<file path="src/rtl/prbs_chk_4tap.sv">
// Purpose : self-synchronising serial checker for the 4-tap XNOR LFSR PRBS stream.
// Latency : LOCKED/ERR/ERR_CNT are registered; they reflect a sample one cycle after it is presented.
// Backpressure: none; EN qualifies each DIN sample and the checker never stalls its source.
//
// Ports:
//   CLK, RST      rising-edge clock, asynchronous active-high reset
//   EN, DIN       sample qualifier and serial PRBS bit from the generator
//   CLR_CNT       synchronous clear of ERR_CNT (wins over a same-cycle increment)
//   LOCKED        lock status
//   ERR           one-cycle pulse per mismatch counted while locked
//   ERR_CNT       saturating count of mismatches seen while locked
module prbs_chk_4tap #(
    parameter int N         = 8,
    parameter int FB_tap1   = 4,
    parameter int FB_tap2   = 5,
    parameter int FB_tap3   = 6,
    parameter int SYNC_GOOD = 16,
    parameter int WIN       = 64,
    parameter int BAD_MAX   = 8,
    parameter int CW        = 16
) (
    input  logic          CLK,
    input  logic          RST,
    input  logic          EN,
    input  logic          DIN,
    input  logic          CLR_CNT,
    output logic          LOCKED,
    output logic          ERR,
    output logic [CW-1:0] ERR_CNT
);

    localparam logic [1:0] ST_FILL = 2'd0;
    localparam logic [1:0] ST_SYNC = 2'd1;
    localparam logic [1:0] ST_LOCK = 2'd2;

    localparam int FW = $clog2(N + 1);
    localparam int GW = $clog2(SYNC_GOOD + 1);
    localparam int WW = (WIN > 1) ? $clog2(WIN) : 1;
    localparam int BW = $clog2(BAD_MAX + 1);

    localparam logic [FW-1:0] FILL_LAST = FW'(N - 1);
    localparam logic [GW-1:0] GOOD_LAST = GW'(SYNC_GOOD - 1);
    localparam logic [WW-1:0] WIN_LAST  = WW'(WIN - 1);
    localparam logic [BW-1:0] BAD_LAST  = BW'(BAD_MAX - 1);
    localparam logic [CW-1:0] CNT_MAX   = '1;

    logic [1:0]    state;
    logic [N:1]    hist;        // hist[k] = sample received k samples ago
    logic [FW-1:0] fill_cnt;
    logic [GW-1:0] good_cnt;
    logic [WW-1:0] win_cnt;
    logic [BW-1:0] bad_cnt;

    logic lockup;
    logic pred;
    logic good;
    logic win_wrap;

    // All-ones is the XNOR lockup state; a real stream never shows it, so
    // a history of all ones marks the sample bad regardless of prediction.
    assign lockup   = &hist;
    assign pred     = ~(hist[N] ^ hist[FB_tap1] ^ hist[FB_tap2] ^ hist[FB_tap3]);
    assign good     = (DIN == pred) && !lockup;
    assign win_wrap = (win_cnt == WIN_LAST);

    always_ff @(posedge CLK or posedge RST) begin
        if (RST) begin
            state    <= ST_FILL;
            hist     <= '0;
            fill_cnt <= '0;
            good_cnt <= '0;
            win_cnt  <= '0;
            bad_cnt  <= '0;
            LOCKED   <= 1'b0;
            ERR      <= 1'b0;
            ERR_CNT  <= '0;
        end else begin
            ERR <= 1'b0;
            if (EN) begin
                hist <= {hist[N-1:1], DIN};
                case (state)
                    ST_FILL: begin
                        if (fill_cnt == FILL_LAST) begin
                            state    <= ST_SYNC;
                            good_cnt <= '0;
                        end else begin
                            fill_cnt <= fill_cnt + 1'b1;
                        end
                    end
                    ST_SYNC: begin
                        if (good) begin
                            if (good_cnt == GOOD_LAST) begin
                                state   <= ST_LOCK;
                                LOCKED  <= 1'b1;
                                win_cnt <= '0;
                                bad_cnt <= '0;
                            end else begin
                                good_cnt <= good_cnt + 1'b1;
                            end
                        end else begin
                            good_cnt <= '0;
                        end
                    end
                    ST_LOCK: begin
                        win_cnt <= win_wrap ? '0 : win_cnt + 1'b1;
                        if (!good) begin
                            ERR <= 1'b1;
                            // The current mismatch counts toward the drop.
                            if (bad_cnt == BAD_LAST) begin
                                state    <= ST_SYNC;
                                LOCKED   <= 1'b0;
                                good_cnt <= '0;
                                bad_cnt  <= '0;
                            end else begin
                                // Wrap clears after this sample's own evaluation.
                                bad_cnt <= win_wrap ? '0 : bad_cnt + 1'b1;
                            end
                        end else if (win_wrap) begin
                            bad_cnt <= '0;
                        end
                    end
                    default: state <= ST_FILL;
                endcase
            end

            if (CLR_CNT) begin
                ERR_CNT <= '0;
            end else if (EN && (state == ST_LOCK) && !good && (ERR_CNT != CNT_MAX)) begin
                ERR_CNT <= ERR_CNT + 1'b1;
            end
        end
    end

endmodule

</file>
<file path="config.mk">
export PLATFORM = sky130hd
export DESIGN_NAME = prbs_chk_4tap
export DESIGN_NICKNAME = d
export VERILOG_FILES = /design/src/rtl/prbs_chk_4tap.sv
export SDC_FILE = /design/constraint.sdc
export NUM_CORES = 1
export LEC_CHECK = 0
export ABC_AREA = 1
export BUFFER_PORTS_ARGS = -buffer_cell sky130_fd_sc_hd__buf_2
export CELL_PAD_IN_SITES_DETAIL_PLACEMENT = 1
export CELL_PAD_IN_SITES_GLOBAL_PLACEMENT = 2
export CORE_UTILIZATION = 38
export CTS_CLUSTER_DIAMETER = 30
export DETAILED_ROUTE_END_ITERATION = 10
export PLACE_DENSITY = 0.95
export SLEW_MARGIN = 25
export SYNTH_ARGS = -nofsm -noshare
export SYNTH_HDL_FRONTEND = slang
export SYNTH_SLANG_ARGS = --single-unit
</file>
<file path="constraint.sdc">
create_clock -name CLK -period 2.7 [get_ports CLK]
set_input_delay 0.27 -clock CLK [delete_from_list [all_inputs] [get_ports CLK]]
set_output_delay 0.27 -clock CLK [all_outputs]
set_load 0.1 [all_outputs]
</file>
# Word level (Yosys, flattened, before mapping)
# Index checks and enable logic that the tools add are counted.
# W data, S select, Z words.
word_totals:
  register_bits: 47
  elab_cells: 84
op_classes:
  add_sub_neg: 5
  eq_ne: 15
  n_mux: 33
  bitwise: 5
  reduce_logical: 17
op_table:
  columns: ["op", "count"]
  rows:
  - ["$mux W16", 2]
  - ["$mux W5", 5]
  - ["$mux W4", 6]
  - ["$mux W6", 3]
  - ["$reduce_and A6 Y1", 3]
  - ["$add A16 B1 Y16 const B", 1]
  - ["$ne A16 B16 Y1 const B", 1]
  - ["$pmux W5 S3", 1]
  - ["$pmux W6 S2", 1]
  - ["$mux W2", 5]
  - ["$ne A2 B2 Y1 const B", 5]
  - ["$add A4 B1 Y4 const B", 2]
  - ["$eq A4 B3 Y1 const B", 2]
  - ["$pmux W4 S2", 1]
  - ["$reduce_and A8 Y1", 1]
  - ["$mux W1", 7]
  - ["$add A6 B1 Y6 const B", 1]
  - ["$eq A6 B6 Y1 const B", 1]
  - ["$ne A3 B3 Y1 const B", 2]
  - ["$pmux W2 S3", 1]
  - ["$add A5 B1 Y5 const B", 1]
  - ["$eq A5 B4 Y1 const B", 1]
  - ["$reduce_and A5 Y1", 1]
  - ["$logic_and A1 B1 Y1", 4]
  - ["12 further kinds", 17]

# Depth between registers and ports, before layout
# Gate-level depths: netlist of run 1.
depth:
  ltp_word: 11
  mapped_depth: 12
  depth_no_buf: 12

# Least setup slack after synthesis of run 1
# OpenSTA, ideal clock, no wires.
synth_path:
  path_kind: "reg-to-reg"
  start: "register ERR_CNT[0]"
  end: "register ERR_CNT[15]"
  arrival_ps: 2269
  required_ps: 2578
  slack_ps: 309
  path_stages_with_launch: 12
  path_buffers: 1
  period_less_slack_ps: 2391
  cell_sequence: "dfrtp_1 ha_1 nand2_2 nor2_4 nand3_2 nor2_4 nand4_2 nand3_2 nand2_2 buf_6 nand2_1 o21ai_2"
synth_via:
  elab_chain_cells: 3
  word_cells_on_any_way: 6
  cone_classes: "add/sub: 1; eq/ne: 1; mux: 2; reduce/logical: 2"
synth_lines:
  columns: ["item", "line", "source"]
  rows:
  - ["start: declaration", "29", "output logic [CW-1:0] ERR_CNT"]
  - ["start signal: assignment", "129", "ERR_CNT <= ERR_CNT + 1'b1;"]
  - ["$add A16 B1 Y16 / $ne A16 B16 Y1 (equally long branches)", "129, 128", null]
  - ["$mux W16 / $logic_and A1 B1 Y1 (equally long branches)", "128", "end else if (EN && (state == ST_LOCK) && !good && (ERR_CNT != CNT_MAX)) begin"]
  - ["$mux W16 / $reduce_bool A2 Y1 (equally long branches)", null, null]
# Several ways; a longest one is shown, not always the timed one. The select of a mux whose other input is x is not followed.
# A chain may end at the register's enable or synchronous reset.

# Worst setup path in the final report of run 1
# Same ends and word-level chain as after synthesis.

==> results of run 1 <==
## power breakdown
group / total (mW) / switching, mW / internal (mW)
sequential: 0.912 / 0.0984 / 0.814
clock: 0.424 / 0.243 / 0.181
combinational: 0.652 / 0.471 / 0.181
total: 1.99 / 0.812 / 1.18
## flip-flops by register name, summed over array words and instances, names as in the netlist, 2 cells and up
register	cells
good_cnt	5
fill_cnt	4
win_cnt	6
state	2
bad_cnt	4
ERR_CNT	16
hist	8
## kinds of logic (layout without fill, tap and decap cells)
family          count (synthesis)  after routing
compound gates                 21             21
buf+inv                        47             70
flops                          47             47
fa+ha+maj                       6              6
xor+xnor                       18             18
mux                             1              1
simple gates                  217            217
## cells in the mapped netlist
cell | count | area [um^2]
a21oi_1 | 2 | 10.0
ha_1 | 6 | 75.1
o21ai_2 | 6 | 52.6
inv_2 | 3 | 11.3
a31oi_1 | 1 | 6.26
nor3_1 | 11 | 55.1
dfrtp_1 | 47 | 1180
nand3_1 | 40 | 200
nand2_2 | 7 | 43.8
nor2_4 | 6 | 67.6
xnor2_1 | 5 | 43.8
buf_6 | 3 | 33.8
buf_2 | 1 | 5.00
clkbuf_1 | 3 | 11.3
nor2_1 | 35 | 131
nand3b_1 | 1 | 7.51
o21ai_0 | 11 | 55.1
nand4_2 | 1 | 12.5
or2_2 | 2 | 12.5
mux2_2 | 1 | 11.3
inv_1 | 35 | 131
nor4_1 | 2 | 12.5
nor3b_1 | 1 | 7.51
buf_4 | 2 | 15.0
or2_1 | 1 | 6.26
nand3_2 | 5 | 50.1
nand4_1 | 5 | 31.3
xor2_1 | 13 | 114
nand2_1 | 100 | 375
o21ai_1 | 1 | 5.00
## critical path: stages (launching register included)
cell,delay (ps)
dfrtp_1,430
ha_1,210
nand2_2,80
nor2_4,140
nand3_2,150
nor2_4,140
nand4_2,100
nand3_2,240
nand2_2,320
nand2_1,180
o21ai_2,60
## worst paths after layout
check	from	endpoint	slack, ps	depth (start not counted)
hold / removal	DIN	hist[1]	220	3
min in group asynchronous	RST	bad_cnt[0]	470	3
hold reg to reg	fill_cnt[3]	fill_cnt[3]	480	1
setup reg to reg	ERR_CNT[0]	ERR_CNT[15]	520	10
max in group asynchronous	RST	ERR_CNT[10]	1470	4
setup / recovery	ERR_CNT[0]	ERR_CNT[15]	520	10
## final cells by class
type	count	share of cell area (%)
Sequential cell	47	38.7
Multi-Input combinational cell	263	45.6
Inverter	38	4.70
Clock inverter	2	0.412
Clock buffer	6	2.39
Timing Repair Buffer	24	4.20
Tap cell	96	3.95
## layer usage
layer	wire (um)	up-vias	track usage, %
met5	0	-	0
met3	127	6	3.22
met1	3060	1152	24.8
met2	3340	21	34.0
met4	69	0	4.92
li1	-	1177	-
## metrics by stage
step	setup WS (ps)	util (%)	cell area [um^2]	hold WS (ps)
global placement	690	42.6	2940	254
floorplan	309	-	2770	387
CTS	507	44.0	3040	214
detailed placement	530	42.6	2940	259
global route	332	44.0	3040	243
finish	519	44.0	3040	216
==> flow_summary_export.csv, run 1 <==
group,metric,value,unit
critical_path,cp-start-kind,"flop",
cts,clock-sinks,47,
yosys,synthSimpleGateAreaFrac,36.6,%
yosys,synth_mux_area_share,0.407,%
drt,route.detailed.drc,0,
finish,final_cells,476,
sta,finalSetupViolations,0,
global_route,grt_use_total,19.4,%
yosys,ys_ff_latch,47,
yosys,synth_xor_area_share,5.69,%
sta,period_minus_slack,2180,ps
drt,drtIter0Drc,107,
yosys,synthAdderAreaFrac,2.71,%
critical_path,arrival,2370,ps
sta,rsz0062_at_grt,"no",
pwr,power.density,654,nW/um^2
cts,clk_latency,300,ps
global_route,antenna_found_initial,0,
global_route,grt_pass1_vias,2436,
cts,post_cts_resized,0,
status,status,"finished clean",
critical_path,cp-end-kind,"flop",
finish,layout.nets,390,
sta,fmax,458,MHz
place,gp_congestion,0.814,
cts,cts-root-buf,"clkbuf_8",
min_path,hp-class,"in2reg",
cts,holdBufCountCts,1,
finish,seq_area,1180,um^2
global_route,grt_max_degree,34,
sta,maxSlewViolCount,0,
yosys,syn_inst,357,
cts,tritoncts,"yes",
finish,multiInputGateArea,1390,um^2
yosys,ys_warn_count,0,
floorplanning,coreArea,6910,um^2
yosys,synth_compound_area_share,4.65,%
critical_path,path_class,"reg2reg",
sta,hold_viol,0,
sta,max_slew.worst_pin.slew,490,ps
finish,layout_common_cells,"nand2_1 (100), dfrtp_1 (47), nand3_1 (40)",
drt,drt_pre_antenna_iters,4,
floorplanning,initial_core_util,40.1,%
critical_path,cp_max_fo,20,
global_route,grt_overflow,0,
pwr,p_leak,1.51,nW
place,hpwlAfterDp,4870,um
job,cap_violations,0,
place,dp_cells,467,
global_route,grt_pass1_wl,11600,um
yosys,syn-num-nets,368,
yosys,synth_cell_type_count,30,
drt,via_per_inst,4.95,
finish,layout_commonest_cell,"nand2_1",
finish,syn_to_final_growth,9.67,%
sta,setup_tns,0,ps
sta,slew_headroom,67.6,%
place,numPortBuffers,22,
floorplanning,ioPinCount,23,
finish,n_fill_cell,903,
yosys,synth_top_family_by_area,"simple AND/OR/NAND/NOR gates",
finish,num_antenna_cells,0,
sta,skew,4.35,ps
drt,wire_per_inst,13.8,um
floorplanning,die_x,87.4,um
yosys,yosysSeqAreaShare,42.5,%
drt,dr_total_vias,2356,
floorplanning,fp.dieH,87.4,um
cts,cts.path.max_buffers,2,
finish,layout-drive-gt1-share,16.3,%
drt,ant_nets,0,
floorplanning,die_area,7640,um^2
cts,clkTransAtPathRegs,90,ps
cts,post_cts_buffers,0,
sta,fin_crit_sh,80.8,%
drt,wl,6590,um
yosys,avgSynthCellArea,7.76,um^2
floorplanning,core.rowCount,30,
pwr,power,1.99,mW
critical_path,crit_required,2890,ps
yosys,syn_area,2770,um^2
pwr,vdd_drop_max,0.219,mV
cts,h-tree-depth,2,
cts,cts_buffers,5,
Note: power is estimated with default switching activity, not from simulation.
==> run 2, diff against run 1 <==
- CORE_UTILIZATION: 38 -> 32
- PLACE_DENSITY: 0.95 -> 0.86
- clock period: 2.7 -> 1.9 ns (I/O delays scaled with it)
==> run 2 against run 1 <==
Count of clock-buffer cells in the layout is 2 higher; critical path depth is 2 higher; critical endpoint is now bad_cnt[0]; worst setup slack worse by 400 ps; non-clock buffer count is 7 higher; total power is 51% higher; worst hold slack worse by 78 ps; flip-flop and latch count stayed put; utilization is 5.6 points lower; register-to-register slack worse by 400 ps; clock skew is 1.0 ps higher; final cell count is 3.4% higher; final area is 4.9% higher.
==> flow_summary_export.csv, run 2 (same netlist as run 1, synthesis figures left out) <==
group,metric,value,unit
sta,rsz0062_at_grt,"no",
sta,finalSetupViolations,0,
floorplanning,initial_core_util,33.4,%
finish,layout_common_cells,"nand2_1 (99), nand3_1 (40), nor2_1 (35)",
global_route,grt_use_total,16.3,%
sta,period_minus_slack,1780,ps
place,hpwlAfterDp,4820,um
global_route,met2_usage,25.5,%
drt,wl,6480,um
place,numPortBuffers,22,
pwr,power.density,944,nW/um^2
finish,utilization,38.4,%
floorplanning,die_area,9030,um^2
cts,clkTransAtPathRegs,90,ps
global_route,met3_usage,3.03,%
finish,largest_register_ffs,16,
drt,dr_total_vias,2334,
floorplanning,ioPinCount,23,
finish,largest-register,"ERR_CNT",
global_route,grtUsageMet1,23.0,%
global_route,antenna_found_initial,0,
place,pre_cts_ws,-33.1,ps
cts,clk_latency,300,ps
critical_path,crit_required,2140,ps
sta,timing.final.ws_setup,122,ps
cts,cts-root-buf,"clkbuf_8",
global_route,grt_pass1_wl,11400,um
status,status,"finished clean",
critical_path,cp-end-kind,"flop",
floorplanning,die_x,95.0,um
floorplanning,coreArea,8300,um^2
finish,layout.nets,397,
pwr,vdd_drop_max,0.391,mV
critical_path,cp_max_fo,12,
sta,skew,5.36,ps
sta,max_slew.worst_pin.slew,485,ps
critical_path,arrival,2020,ps
finish,syn_to_final_growth,15.0,%
drt,ant_nets,0,
sta,fin_crit_sh,93.6,%
sta,maxSlewViolCount,0,
finish,reg.largest.list,"ERR_CNT (16), hist (8), win_cnt (6)",
pwr,power,3.01,mW
drt,route.detailed.drc,0,
place,gp_congestion,0.738,
sta,fmax,563,MHz
drt,drt_pre_antenna_iters,4,
job,cap_violations,0,
drt,wire_per_inst,13.2,um
global_route,grt_max_degree,23,
global_route,grt.busiest_layer,"met2",
floorplanning,fp.dieH,95.0,um
cts,cts_buffers,5,
pwr,p_leak,1.53,nW
cts,cts.path.max_buffers,2,
finish,layout_commonest_cell,"nand2_1",
floorplanning,core.rowCount,33,
finish,layout-drive-gt1-share,22.5,%
critical_path,path_class,"reg2reg",
sta,hold_viol,0,
global_route,grt_overflow,0,
finish,num_antenna_cells,0,
cts,h-tree-depth,2,
cts,tritoncts,"yes",
sta,slew_headroom,67.6,%
critical_path,cp-start-kind,"flop",
drt,via_per_inst,4.74,
drt,drtIter0Drc,97,
min_path,hp-class,"in2reg",
global_route,grt_pass1_vias,2346,
cts,clock-sinks,47,
-- run 2: changes by cell type in the layout (fill, tap and decap cells not counted), moves of 2 or more --
cell	previous run	this run
dfrtp_4	0	2
dfrtp_2	0	12
clkbuf_8	5	7
ha_1	6	4
dfrtp_1	47	33
buf_4	1	8
-- run 2: metal layers --
| layer | vias to the layer above | wire, um |
|---|---|---|
| met4 | 0 | 44 |
| met1 | 1125 | 3310 |
| met3 | 2 | 134 |
| li1 | 1192 | - |
| met2 | 15 | 2990 |
| met5 | - | 0 |
-- run 2: worst paths after layout --
kind | slack, ps | startpoint | endpoint | cells past startpoint
max | 120 | good_cnt[0] | bad_cnt[0] | 12
min | 140 | DIN | hist[1] | 3
max reg2reg | 120 | good_cnt[0] | bad_cnt[0] | 12
min in group asynchronous | 450 | RST | ERR_CNT[0] | 3
min reg2reg | 480 | good_cnt[3] | good_cnt[3] | 2
max in group asynchronous | 870 | RST | win_cnt[5] | 4
-- run 2: what timing repair did --
item	CTS	global route
endpoints found under the hold margin	20	0
setup endpoints to repair	8	23
pin swaps	0	1
buffers inserted	0	1
hold buffers	1	0
gates resized for setup	3	5
-- run 2: metrics by stage --
| step | area [um^2] | hold WS [ps] | TNS [ps] | cells |
|---|---|---|---|---|
| after floorplan | 2810 | 307 | 0 | 357 |
| after global placement | 3030 | 250 | -38.7 | 482 |
| after detailed placement | 3030 | 251 | -202 | 482 |
| after CTS | 3150 | 126 | 0 | 491 |
| after global routing | 3190 | 155 | 0 | 492 |
| final | 3190 | 139 | 0 | 492 |
-- run 2: cell type report --
cell class                 instances  area, um^2
multi-input combinational        263        1430
sequential                        47        1200
tap                              105         131
inverter                          38         145
clock buffer                       8         100
fill                            1030        5110
timing repair buffer              31         180
-- run 2: worst max-delay path, cell delays in order, from the launching register on --
cell and delay (ps):
dfrtp_1 410, ha_2 200, nand2_1 60, nor2_1 40, ha_1 190, or2_1 230, nand2_1 80, inv_2 50
nand3_4 110, nand2_8 100, nand2_2 120, nand2_1 60, nand2_1 50
-- run 2: report_power, final --
group	leakage (nW)	internal (mW)	switching [mW]
clock network	0.0515	0.333	0.343
logic	0.873	0.318	0.715
registers	0.605	1.16	0.138
